`config.mk`:
```
export PLATFORM = sky130hd
export DESIGN_NAME = midori_round_datapath
export DESIGN_NICKNAME = d
export VERILOG_FILES = /design/src/rtl/midori_pkg.sv /design/src/rtl/midori_round_lin.sv /design/src/rtl/midori_round_datapath.sv
export SDC_FILE = /design/constraint.sdc
export NUM_CORES = 1
export LEC_CHECK = 0
export BUFFER_PORTS_ARGS = -buffer_cell sky130_fd_sc_hd__buf_2
export CORE_AREA = 5 5 202 204
export DETAILED_ROUTE_END_ITERATION = 6
export DIE_AREA = 0 0 207 209
export MAX_ROUTING_LAYER = met4
export PLACE_DENSITY_LB_ADDON = 0.15
export SLEW_MARGIN = 20
export SYNTH_ARGS = -nofsm -noshare
export SYNTH_HDL_FRONTEND = slang
export SYNTH_SLANG_ARGS = --single-unit
```
`constraint.sdc`:
```
create_clock -name clk -period 3.7 [get_ports clk]
set_input_delay 0.185 -clock clk [delete_from_list [all_inputs] [get_ports clk]]
set_output_delay 0.185 -clock clk [all_outputs]
set_load 0.02 [all_outputs]
```
`src/rtl/midori_pkg.sv`:
```
// Shared definitions for the Midori-128 round datapath.
//   state_t     : 128-bit cipher state, cell 0 in bits [127:120]
//   BETA        : round constants beta_0..beta_18, MSB maps to cell 0
//   SHUFFLE     : ShuffleCell table, output cell i takes input cell SHUFFLE[i]
//   cell_msb()  : MSB bit position of byte cell i within a state_t
package midori_pkg;

    localparam int unsigned BETA_COUNT = 19;
    localparam int unsigned NUM_CELLS  = 16;

    typedef logic [127:0] state_t;

    localparam logic [15:0] BETA [BETA_COUNT] = '{
        16'h15B3, 16'h78C0, 16'hA435, 16'h6213, 16'h104F, 16'hD170, 16'h0266,
        16'h0BCC, 16'h9481, 16'h40B8, 16'h7197, 16'h228E, 16'h5130, 16'hF8CA,
        16'hDF90, 16'h7C81, 16'h1C24, 16'h23B4, 16'h628A
    };

    localparam int unsigned SHUFFLE [NUM_CELLS] = '{
        0, 10, 5, 15, 14, 4, 11, 1, 9, 3, 12, 6, 7, 13, 2, 8
    };

    function automatic int unsigned cell_msb(input int unsigned i);
        return 127 - 8 * i;
    endfunction

endpackage

```
`src/rtl/midori_round_lin.sv`:
```
// Combinational linear layer of one Midori-128 round.
//   state_s   : state after SubCell
//   sub_key   : round key for this round
//   state_out : MixColumn(ShuffleCell(state_s)) ^ sub_key
module midori_round_lin
    import midori_pkg::*;
(
    input  logic [127:0] state_s,
    input  logic [127:0] sub_key,
    output logic [127:0] state_out
);

    logic [7:0] sh_c [NUM_CELLS];
    logic [7:0] mx_c [NUM_CELLS];
    logic [7:0] col_x;

    always_comb begin
        for (int unsigned i = 0; i < NUM_CELLS; i++) begin
            sh_c[i] = state_s[cell_msb(SHUFFLE[i]) -: 8];
        end

        // Each output byte is the XOR of the other three in its column,
        // i.e. column parity XOR the byte itself.
        col_x = '0;
        for (int unsigned c = 0; c < 4; c++) begin
            col_x = sh_c[4*c] ^ sh_c[4*c+1] ^ sh_c[4*c+2] ^ sh_c[4*c+3];
            for (int unsigned j = 0; j < 4; j++) begin
                mx_c[4*c+j] = col_x ^ sh_c[4*c+j];
            end
        end

        state_out = '0;
        for (int unsigned i = 0; i < NUM_CELLS; i++) begin
            state_out[cell_msb(i) -: 8] = mx_c[i] ^ sub_key[cell_msb(i) -: 8];
        end
    end

endmodule

```
`src/rtl/midori_round_datapath.sv`:
```
// Registered linear half of a Midori-128 encryption round.
//   clk, rst   : clock, synchronous active-high reset
//   in_valid   : state_s / round_idx / key valid this cycle
//   round_idx  : round counter; 1..19 select beta[round_idx-1], others add no constant
//   key        : cipher key K
//   state_s    : state after SubCell
//   out_valid  : state_next updated on the previous edge
//   state_next : registered MixColumn(ShuffleCell(state_s)) ^ sub_key, holds when idle
//   sub_key    : combinational round key (unaffected by reset)
module midori_round_datapath
    import midori_pkg::*;
#(
    parameter int unsigned NR_CONST = 19
) (
    input  logic         clk,
    input  logic         rst,
    input  logic         in_valid,
    input  logic [4:0]   round_idx,
    input  logic [127:0] key,
    input  logic [127:0] state_s,
    output logic         out_valid,
    output logic [127:0] state_next,
    output logic [127:0] sub_key
);

    localparam logic [4:0] LAST_ROUND = 5'(NR_CONST);

    logic [15:0]  beta;
    logic [127:0] expanded;
    logic [127:0] lin_out;

    always_comb begin
        beta = '0;
        if (round_idx != 5'd0 && round_idx <= LAST_ROUND) begin
            beta = BETA[round_idx - 5'd1];
        end
        // Bit j of beta (counted from the MSB) lands in the LSB of cell j.
        expanded = '0;
        for (int unsigned j = 0; j < NUM_CELLS; j++) begin
            expanded[cell_msb(j) - 7] = beta[15 - j];
        end
        sub_key = key ^ expanded;
    end

    midori_round_lin u_lin (
        .state_s   (state_s),
        .sub_key   (sub_key),
        .state_out (lin_out)
    );

    always_ff @(posedge clk) begin
        if (rst) begin
            out_valid  <= 1'b0;
            state_next <= '0;
        end else begin
            out_valid <= in_valid;
            if (in_valid) begin
                state_next <= lin_out;
            end
        end
    end

endmodule

```
# ---- After elaboration in Yosys (flattened, before gate mapping)
# Memories as Yosys holds them, arrays and structs flattened.
# Cells that the tools add are included.
dict set report word_totals {
  reg_bits 129
  latch_bits 0
  ram_bits 0
  mem_bits_ro 512
  in_bits 264
  output_inout_bits 257
  wordCells 57
  mem_count 1
}
# memory words word_bits read_ports rd_ports_with_merged_regs wr line_no
set memory_table {}
lappend memory_table {{(name not given)} 32 16 1 0 0 midori_round_datapath.sv:35} ;# beta = BETA[round_idx - 5'd1];
dict set report classes {
  n_addsub 1
  n_mul 0
  n_div 0
  order_cmp 2
  eq_ne 0
  shift 0
  mux 3
  bitwise 46
  n_reduce_logical 2
}
# cell count
set ops {}
lappend ops {{$xor A8 B8 Y8} 44}
lappend ops {{$xor A128 B121 Y128} 1}
lappend ops {{$mux W16} 3}
lappend ops {{$ge A6 B6 Y1 const B} 1}
lappend ops {{$not A5 Y6} 1}
lappend ops {{$le A5 B5 Y1 const B} 1}
lappend ops {{$reduce_bool A5 Y1} 1}
lappend ops {{$sub A5 B1 Y5 const B} 1}
lappend ops {{$logic_and A1 B1 Y1} 1}

# ---- Depth between registers and ports, before layout
# Gate-level depths: netlist of run 1.
dict set report logic_depth {
  depth_word 8
  ltp_mapped 13
  mapped_depth_nobuf 8
}

# ---- Hierarchy
# Synthesis of run 1 repeated with hierarchy kept, for this count alone.
dict set report hier_totals {
  cells_unflattened 1037
  hier_area_um2 9457.8
}
# module instances cells_per_inst area_per_inst_um2
set by_module_without_submodules {}
lappend by_module_without_submodules {midori_round_datapath 1 717 6655.1}
lappend by_module_without_submodules {midori_round_lin 1 320 2802.7}

# ---- Worst setup path after synthesis of run 1
# OpenSTA, ideal clock, no wires.
dict set report synth_path {
  path_type {input -> register}
  from {in round_idx[0]}
  to {reg state_next[104]}
  setup_time_ns 0.124
  t_arrival_ns 2.775
  required_ns 3.576
  setup_slack_ns 0.800
  cell_stages 10
  n_path_buf 2
  path_cell_list {buf_2 -> clkbuf_1 -> inv_1 -> ha_1 -> nor3b_4 -> xnor2_1 -> o31ai_1 -> o311ai_1 -> mux2_2 -> a2111o_1}
}
dict set report synth_via {
  elab_chain_len 8
  elab_cells_between_ends 11
}
# item line_no
set synth_lines {}
lappend synth_lines {{start, declared} midori_round_datapath.sv:18} ;# input logic [4:0] round_idx,
lappend synth_lines {{$sub A5 B1 Y5} midori_round_datapath.sv:35}
lappend synth_lines {{$not A5 Y6 (not written as such)} midori_round_datapath.sv:35}
lappend synth_lines {{$mem_v2 Z32 W16} -}
lappend synth_lines {{$mux W16 (not written as such) (2 in a row)} midori_round_datapath.sv:35}
lappend synth_lines {{$mux W16 (*)} midori_round_datapath.sv:34} ;# if (round_idx != 5'd0 && round_idx <= LAST_ROUND) begin
lappend synth_lines {{$xor A128 B121 Y128 (*)} midori_round_datapath.sv:42} ;# sub_key = key ^ expanded;
lappend synth_lines {{$xor A8 B8 Y8 (*)} midori_round_lin.sv:34} ;# state_out[cell_msb(i) -: 8] = mx_c[i] ^ sub_key[cell_msb(i) -: 8];
lappend synth_lines {{end signal, assigned} midori_round_datapath.sv:58} ;# state_next <= lin_out;
lappend synth_lines {{end, declared} midori_round_datapath.sv:22} ;# output logic [127:0] state_next,
# Mark *: on every way between the ends. The rest lies on a longest branch, timed or not. The select of a mux whose other input is x is not followed.
# A chain may end at the register's enable or synchronous reset.

# ---- Worst setup path after layout of run 1
dict set report layout_path {
  from {in round_idx[1]}
  to {out sub_key[112]}
}
dict set report layout_via {
  elab_chain_len 7
  elab_cells_between_ends 10
}
# item line_no
set layout_lines {}
lappend layout_lines {{$sub A5 B1 Y5} midori_round_datapath.sv:35}
lappend layout_lines {{$not A5 Y6 (not written as such)} midori_round_datapath.sv:35}
lappend layout_lines {{$mem_v2 Z32 W16} -}
lappend layout_lines {{$mux W16 (not written as such) (2 in a row)} midori_round_datapath.sv:35}
lappend layout_lines {{$mux W16 (*)} midori_round_datapath.sv:34}
lappend layout_lines {{$xor A128 B121 Y128 (*)} midori_round_datapath.sv:42}
lappend layout_lines {{end, declared} midori_round_datapath.sv:23} ;# output logic [127:0] sub_key
# Marked as above.

==> impl_metrics.env, run 1 <==
export IMPL_syn_inst=1147
export IMPL_clk_pin_slew_ps=60
export IMPL_seqPwrFrac_pct=29.9
export IMPL_ys_ff_latch=129
export IMPL_critPathLaunch="round_idx[1]"
export IMPL_routed_wl_mm=38.40
export IMPL_drc=0
export IMPL_yosys_area_share_simple_pct=12.51
export IMPL_synthToLayoutAreaGrowth_pct=29.92
export IMPL_r2r_cells=2
export IMPL_ios=521
export IMPL_drive_above_1_share_pct=38.16
export IMPL_synth_distinct_cells=72
export IMPL_syn_num_nets=1418
export IMPL_critPathKind="in2out"
export IMPL_synthTopCellsByCount="xnor2_1, nor2_1, dfxtp_1"
export IMPL_htree_levels=4
export IMPL_clock_latency_ps=440
export IMPL_num_rows=73
export IMPL_rsz0062_at_grt="false"
export IMPL_fp_dieW_um=207
export IMPL_synth_ff_type="dfxtp_1"
export IMPL_finalHoldViolations=0
export IMPL_yosys_warnings=0
export IMPL_wl_per_cell_um=18.64
export IMPL_critPathCaptureType="output port"
export IMPL_min_period_over_period_pct=83.25
export IMPL_drv_slew=0
export IMPL_crit_top_cell="buf_2"
export IMPL_io_buffers=520
export IMPL_cts_tree="yes"
export IMPL_nets=1791
export IMPL_synthTopCellsByArea="dfxtp_1, xnor2_1, a211oi_1"
export IMPL_crit_chain="buf_2 -> inv_1 -> ha_1 -> buf_12 -> xor2_1 -> a2111oi_2 -> o31ai_1 -> a21boi_0 -> or2_1 -> buf_2"
export IMPL_period_minus_slack_ps=3080
export IMPL_synth_edf_count=0
export IMPL_final_setup_tns_ps=0
export IMPL_cts_buffers=17
export IMPL_postCtsHoldBufs=0
export IMPL_path_buf_inv=4
export IMPL_synth_xor_area_share_pct=28.55
export IMPL_reg2reg_from="state_next[8]"
export IMPL_synth_top_area_share_pct=26.52
export IMPL_worst_r2r_setup_slack_ps=2680
export IMPL_timing_final_ws_setup_ps=619.6
export IMPL_yosysMostFrequentCell="xnor2_1"
export IMPL_drv_cap=0
export IMPL_fillers=4373
export IMPL_ant_nets=0
export IMPL_core_area_um2=39090
export IMPL_grt_first_pass_wirelength_mm=56.86
export IMPL_powerDensity_nw_per_um2=426.7
export IMPL_antenna_found_initial=3
export IMPL_die_y_um=209
export IMPL_dp_worst_setup_slack_ps=515.4
export IMPL_ctsResizeCount=0
export IMPL_p_leak_nw=5.439
export IMPL_gr_usage_all_layers_pct=17.40
export IMPL_dpl_hpwl_mm=31.54
export IMPL_switching_share_pct=35.79
export IMPL_dr_total_vias=9233
export IMPL_start_util_pct=24.91
export IMPL_worst_hold_slack_ps=66.30
export IMPL_combinationalPowerShare_pct=35.2
export IMPL_synth_fa_ha_area_share_pct=1.002
export IMPL_routabilityCongestion=0.9034
export IMPL_die_area_um2=43260
export IMPL_grt_start_max_net_pins=211
export IMPL_post_cts_setup_buffer_count=0
export IMPL_clockPowerShare_pct=34.8
export IMPL_synth_top_family_by_area="XOR/XNOR gates"
export IMPL_finalSetupViolCount=0
export IMPL_skew_ps=0
export IMPL_vdd_drop_max_mv=0.2327
export IMPL_dr_pass1_iters=4
export IMPL_hp_class="in2reg"
export IMPL_cp_depth=10
export IMPL_crit_fanout=37
export IMPL_clk_path_buf_depth=2
export IMPL_synth_avg_cell_area_um2=8.491
export IMPL_synth_compound_area_share_pct=17.63
export IMPL_status="finished clean"
export IMPL_synthesis_area_um2=9739
export IMPL_p_sw_mw=1.932
export IMPL_max_stage_delay_ps=660
export IMPL_cts_sinks=129
export IMPL_cp_endpoint="sub_key[112]"
export IMPL_muxShareOfSynthArea_pct=1.734
export IMPL_grt_ovfl_total=0
export IMPL_yosysTopAreaCell="dfxtp_1"
export IMPL_ys_seq_area_share_pct=26.52
export IMPL_required_ps=3510
export IMPL_cp_start_kind="input pin"
export IMPL_crit_arrival_ps=2900
export IMPL_slowest_stage="xor2_1"
export IMPL_grt_pass1_vias=9413
export IMPL_cts_root_buffer="clkbuf_16"
export IMPL_ys_async_sr_fraction_pct=0
export IMPL_fmax_mhz=324.6
export IMPL_drt_iter0_drc=415
export IMPL_slew_headroom_pct=36.33
export IMPL_tightest_slew_ps=955.0
export IMPL_cp_top_family="buffers and inverters"
export IMPL_timing_rr_end="state_next[8]"
export IMPL_internal_power_mw=3.466
export IMPL_viasPerCell=4.482
## worst reg2reg max path, delay by kind of cell, from the launching register on
family,cells,cell delay (ps)
AND/OR/NAND/NOR,1,460
flip-flops,1,390
AO/OA/AOI/OAI,1,80
## registers in the layout, summed over array words and instances (netlist names)
register / cells
out_valid: 1
state_next: 128
## cells by family after synthesis
| group | Yosys count |
|---|---|
| xor gates and xnor gates | 315 |
| buffers and inverters | 192 |
| and+or+nand+nor | 260 |
| DFF | 129 |
| adders and majority gates | 8 |
| muxes | 15 |
| AOI/OAI and AO/OA | 228 |
## cell usage in the layout, fill, tap and decap left out, types with 8 or more instances in the layout
master / count
buf_2: 518
xor2_1: 26
o21ai_0: 20
dfxtp_1: 129
nor3b_1: 8
buf_4: 13
clkbuf_16: 17
mux2i_1: 9
nor2_1: 141
xnor2_1: 287
inv_1: 12
o31ai_1: 9
a211oi_1: 113
nand2b_1: 17
nand2_1: 37
a21oi_1: 16
or3_1: 10
## power by group through the flow
stage / Sequential [mW] / Combinational [mW] / Clock (mW)
floorplan: 1.82 / 1.10 / 0
global placement: 1.64 / 1.93 / 0
detailed placement: 1.64 / 1.93 / 0
CTS: 1.62 / 1.94 / 1.96
global route: 1.64 / 2.07 / 2.00
finish: 1.62 / 1.90 / 1.88
## metal layers
layer	GRT usage, %	wire length, um	vias up	share of wire [%]
met5	-	0	-	0
met4	3.785	418	0	1.1
met3	5.044	2587	21	6.7
met2	29.15	19000	332	49
met1	20.88	16400	4289	43
li1	-	-	4591	-
## how the worst min path moves through the flow
stage	from	to	slack, ps	cells past startpoint
after detailed placement	state_next[48]	state_next[48]	470	2
after global routing	key[55]	state_next[55]	60	3
after floorplan	key[113]	state_next[113]	390	2
final	key[113]	state_next[113]	70	3
after CTS	key[55]	state_next[55]	40	3
after global placement	state_next[48]	state_next[48]	460	2
## cell type report
| cell class | instances | area [um^2] | share of cell area [%] |
|---|---|---|---|
| diodes | 2 | 5.005 | 0.03955 |
| clock buffers | 18 | 439.2 | 3.471 |
| clock inverters | 14 | 198.9 | 1.572 |
| inverters | 12 | 45.04 | 0.3560 |
| multi-input cells | 826 | 5982 | 47.28 |
| flip-flops and latches | 129 | 2582 | 20.41 |
| well taps | 525 | 656.9 | 5.191 |
| repair buffers | 534 | 2744 | 21.68 |
## per-stage QoR
step | util [%] | instance area, um^2 | cells | power, mW
3_5_place_dp | 30.72 | 12010 | 2026 | 3.574
3_3_place_gp | 30.72 | 12010 | 2026 | 3.573
2_1_floorplan | - | 9739 | 1147 | 2.927
5_1_grt | 32.37 | 12650 | 2060 | 5.704
6_report | 32.37 | 12650 | 2060 | 5.399
4_1_cts | 32.36 | 12650 | 2058 | 5.509
(Power assumes the default switching activity.)
==> run 2: changes to the inputs <==
Clock period 3.7 ns to 2.9 ns, I/O delays scaled along.
==> run 2 against run 1 <==
  * Clock skew unchanged
  * Via count is 0.47% lower
  * Largest cell class unchanged
  * Routed wire length about the same
==> impl_metrics.env, run 2 (synthesized netlist as in run 1, its figures left out) <==
export IMPL_top_register="state_next"
export IMPL_drive_above_1_share_pct=38.72
export IMPL_gr_usage_all_layers_pct=17.48
export IMPL_drv_slew=0
export IMPL_largest_reg_flops=128
export IMPL_num_rows=73
export IMPL_critPathCaptureType="output port"
export IMPL_ctsResizeCount=0
export IMPL_postCtsHoldBufs=0
export IMPL_finalSetupViolCount=0
export IMPL_switching_share_pct=35.98
export IMPL_dr_pass1_iters=5
export IMPL_wl_per_cell_um=18.53
export IMPL_viasPerCell=4.431
export IMPL_seqPwrFrac_pct=30.4
export IMPL_cp_start_kind="input pin"
export IMPL_start_util_pct=24.91
export IMPL_finalHoldViolations=0
export IMPL_crit_arrival_ps=2520
export IMPL_clk_pin_slew_ps=60
export IMPL_post_cts_setup_buffer_count=0
export IMPL_critPathKind="in2out"
export IMPL_cts_buffers=17
export IMPL_final_setup_tns_ps=0
export IMPL_drc=0
export IMPL_antenna_found_initial=3
export IMPL_status="finished clean"
export IMPL_die_y_um=209
export IMPL_internal_power_mw=4.330
export IMPL_grt_start_max_net_pins=86
export IMPL_min_period_over_period_pct=91.80
export IMPL_clockPowerShare_pct=33.4
export IMPL_nets=1806
export IMPL_clk_path_buf_depth=2
export IMPL_p_sw_mw=2.434
export IMPL_crit_top_cell="buf_2"
export IMPL_crit_fanout=29
export IMPL_dr_total_vias=9190
export IMPL_fmax_mhz=375.6
export IMPL_synthToLayoutAreaGrowth_pct=30.56
export IMPL_total_power_mw=6.763
export IMPL_fillers=4321
export IMPL_crit_chain="buf_2 -> or3b_2 -> o22a_1 -> a2111oi_1 -> buf_4 -> nand2_1 -> xnor2_1 -> buf_2"
export IMPL_p_leak_nw=5.492
export IMPL_drt_iter0_drc=437
export IMPL_powerDensity_nw_per_um2=531.9
export IMPL_slowest_stage="a2111oi_1"
export IMPL_grt_first_pass_wirelength_mm=57.13
export IMPL_grt_pass1_vias=9389
export IMPL_skew_ps=0
export IMPL_mostFrequentLayoutCell="buf_2"
export IMPL_slew_headroom_pct=56.85
export IMPL_htree_levels=4
export IMPL_largestRegisters="state_next x128, out_valid x1"
export IMPL_routed_wl_mm=38.43
export IMPL_cts_tree="yes"
export IMPL_dpl_hpwl_mm=31.82
export IMPL_die_area_um2=43260
export IMPL_vdd_drop_max_mv=0.3710
export IMPL_io_buffers=520
export IMPL_core_area_um2=39090
export IMPL_combinationalPowerShare_pct=36.1
export IMPL_clock_latency_ps=430
export IMPL_period_minus_slack_ps=2662
export IMPL_ios=521
export IMPL_hp_class="in2reg"
export IMPL_cts_sinks=129
export IMPL_final_cell_mix="buf_2, xnor2_1, nor2_1, dfxtp_1, a211oi_1"
export IMPL_grt_ovfl_total=0
export IMPL_ant_nets=0
export IMPL_rsz0062_at_grt="false"
export IMPL_tightest_slew_ps=646.5
export IMPL_max_stage_delay_ps=540
export IMPL_drv_cap=0
export IMPL_routabilityCongestion=0.8962
export IMPL_required_ps=2760
export IMPL_cts_root_buffer="clkbuf_16"
export IMPL_fp_dieW_um=207
## run 2: changes by cell type in the layout (fill, tap and decap cells not counted)
cell | previous run | this run
buf_4 | 13 | 29
inv_6 | 6 | 2
clkinv_2 | 2 | 4
clkinv_4 | 1 | 3
buf_12 | 2 | 1
bufinv_16 | 4 | 3
## run 2: final timing paths
check                      start              to  slack [ps]  depth (start not counted)
hold reg to reg   state_next[48]  state_next[48]         470                          2
setup reg to reg   state_next[8]   state_next[8]        1910                          2
setup / recovery    round_idx[3]     sub_key[48]         240                          8
hold / removal           key[51]  state_next[51]          40                          3
## run 2: power groups by stage
stage          registers, mW  logic, mW  clock network [mW]
2_1_floorplan           2.33       1.41                   0
3_3_place_gp            2.09       2.49                   0
5_1_grt                 2.08       2.66                2.41
3_5_place_dp            2.10       2.48                   0
6_report                2.06       2.44                2.26
4_1_cts                 2.06       2.49                2.35
## run 2: per-layer routing
metal	vias to the layer above	global-route usage, %	wire [um]
li1	4599	-	-
met1	4261	20.99	16720
met2	314	29.55	18980
met3	16	4.759	2376
met4	0	3.739	348
met5	-	-	0
## run 2: cell type report
cell class / count / area, um^2 / area share [%]
antenna: 2 / 5.005 / 0.03936
clock buffer: 18 / 439.2 / 3.454
clock inverter: 13 / 161.4 / 1.269
inverter: 12 / 45.04 / 0.3542
multi-input combinational: 826 / 5982 / 47.04
sequential: 129 / 2582 / 20.31
tap: 525 / 656.9 / 5.166
timing repair buffer: 549 / 2844 / 22.37
## run 2: worst max-delay path: cells and delay by family
family | cells | cell delay [ps]
xor gates and xnor gates | 1 | 130
and+or+nand+nor | 2 | 600
AOI/OAI and AO/OA | 2 | 970
buffers and inverters | 3 | 660
## run 2: per-stage QoR
step                      area, um^2  hold slack (ps)  worst slack (ps)  util [%]  instances
after floorplan                 9739            350.1             40.48         -       1147
after CTS                      12710           0.9929             160.5     32.52       2072
after global placement         12110            453.0             245.3     30.98       2041
after global routing           12720            37.04             6.074     32.53       2074
final                          12720            38.73             237.7     32.53       2074
after detailed placement       12110            462.5             178.7     30.98       2041
==> run 3: changes to the inputs <==
Settings changed: CORE_AREA 5 5 202 204 to 5 5 200 202, DIE_AREA 0 0 207 209 to 0 0 205 207.
Clock period 2.9 ns to 3.3 ns, I/O delays scaled along.
==> run 3 against run 2 <==
  * Routed wire length fell by 1.5%
  * Count of clock-buffer cells in the layout fell by 1
  * Sequential power fell by 12%
  * Total power fell by 10%
  * Clock skew did not move
  * Cell area barely moved
  * Cell count fell by 0.58%
  * Worst setup slack improved by 37 ps
  * Highest routed layer unchanged
==> impl_metrics.env, run 3 (synthesized netlist as in run 1, its figures left out) <==
export IMPL_drv_slew=0
export IMPL_fillers=4144
export IMPL_crit_arrival_ps=2860
export IMPL_tightest_slew_ps=777.1
export IMPL_ant_nets=0
export IMPL_largestRegisters="state_next x128, out_valid x1"
export IMPL_critPathKind="in2out"
export IMPL_skew_ps=0
export IMPL_grt_first_pass_wirelength_mm=55.91
export IMPL_drt_iter0_drc=426
export IMPL_dpl_hpwl_mm=31.20
export IMPL_grt_start_max_net_pins=162
export IMPL_min_period_over_period_pct=91.67
export IMPL_period_minus_slack_ps=3025
export IMPL_final_setup_tns_ps=0
export IMPL_cts_tree="yes"
export IMPL_hp_class="in2reg"
export IMPL_final_util_pct=33.37
export IMPL_die_area_um2=42440
export IMPL_slew_headroom_pct=48.19
export IMPL_dr_total_vias=9188
export IMPL_ios=521
export IMPL_gr_usage_all_layers_pct=17.51
export IMPL_die_y_um=207
export IMPL_p_leak_nw=5.474
export IMPL_postCtsHoldBufs=0
export IMPL_fmax_mhz=330.5
export IMPL_drc=0
export IMPL_routabilityCongestion=0.8769
export IMPL_fp_dieW_um=205
export IMPL_antenna_found_initial=2
export IMPL_ctsResizeCount=0
export IMPL_drive_above_1_share_pct=38.48
export IMPL_status="finished clean"
export IMPL_post_cts_setup_buffer_count=0
export IMPL_cts_root_buffer="clkbuf_16"
export IMPL_drv_cap=0
export IMPL_wl_per_cell_um=18.35
export IMPL_synthToLayoutAreaGrowth_pct=30.55
export IMPL_finalSetupViolCount=0
export IMPL_dr_pass1_iters=4
export IMPL_vdd_drop_max_mv=0.3332
export IMPL_crit_fanout=12
export IMPL_finalHoldViolations=0
export IMPL_nets=1799
export IMPL_critPathCaptureType="output port"
export IMPL_met2_wirelength_mm=18.54
export IMPL_clock_latency_ps=430
export IMPL_final_cell_count_no_fill=2062
export IMPL_final_cell_mix="buf_2, xnor2_1, nor2_1, dfxtp_1, a211oi_1"
export IMPL_viasPerCell=4.456
export IMPL_top_register="state_next"
export IMPL_cts_buffers=17
export IMPL_required_ps=3130
export IMPL_largest_reg_flops=128
export IMPL_rsz0062_at_grt="false"
export IMPL_mostFrequentLayoutCell="buf_2"
export IMPL_worst_hold_slack_ps=42.61
export IMPL_clk_pin_slew_ps=60
export IMPL_io_buffers=520
export IMPL_start_util_pct=25.56
export IMPL_dr_wl_met3_mm=2.865
export IMPL_grt_pass1_vias=9310
export IMPL_m1WireLength_mm=15.84
export IMPL_clk_path_buf_depth=2
export IMPL_dp_cells=2027
export IMPL_grt_ovfl_total=0
export IMPL_cts_sinks=129
export IMPL_powerDensity_nw_per_um2=479.0
export IMPL_core_area_um2=38110
export IMPL_cp_start_kind="input pin"
export IMPL_routed_wl_mm=37.84
export IMPL_num_rows=72
export IMPL_highest_layer="met4"
export IMPL_htree_levels=4
## run 3: cell count changes in the layout (fill, tap and decap cells not counted), sizes merged
cell,previous run,this run
buf,548,541
bufinv,3,5
clkinv,7,5
clkinvlp,1,3
clkbuf,19,18
diode,2,3
## run 3: layout make-up
class | instances | area (um^2) | share of cell area (%)
inverters | 12 | 45.04 | 0.3543
repair buffers | 542 | 2791 | 21.95
multi-input cells | 826 | 5982 | 47.05
diodes | 3 | 7.507 | 0.05904
clock inverters | 15 | 232.7 | 1.830
clock buffers | 17 | 425.4 | 3.346
flip-flops and latches | 129 | 2582 | 20.31
well taps | 518 | 648.1 | 5.097
## run 3: critical path, cell delays in order
cell and delay (ps):
buf_2 180, inv_1 210, ha_1 340, nor3b_4 510, mux2_2 450, a211o_1 320, a221oi_2 320, nand2_1 160
buf_2 200
## run 3: layer usage
layer / vias up / global-route usage, %
met5: - / -
met4: 0 / 4.643
met3: 25 / 4.457
met2: 325 / 29.33
met1: 4230 / 20.93
li1: 4608 / -
## run 3: stage by stage
| stage | setup slack (ps) | cell area, um^2 | total power, mW |
|---|---|---|---|
| final | 274.7 | 12710 | 6.090 |
| after global routing | 20.05 | 12710 | 6.428 |
| after CTS | 293.8 | 12710 | 6.214 |
| after detailed placement | 316.5 | 12050 | 4.008 |
| after global placement | 368.0 | 12050 | 4.007 |
| after floorplan | 420.5 | 9739 | 3.281 |
## run 3: final timing paths
path / startpoint / end / slack [ps] / depth (start not counted)
worst max-delay path: round_idx[0] / sub_key[88] / 270 / 9
worst max register to register: state_next[8] / state_next[8] / 2310 / 2
worst min-delay path: key[118] / state_next[118] / 40 / 3
worst min register to register: state_next[48] / state_next[48] / 470 / 2
## run 3: where the power goes
group          switching (mW)  internal, mW
Clock                   0.794          1.35
Combinational            1.27         0.869
Sequential             0.0852          1.73
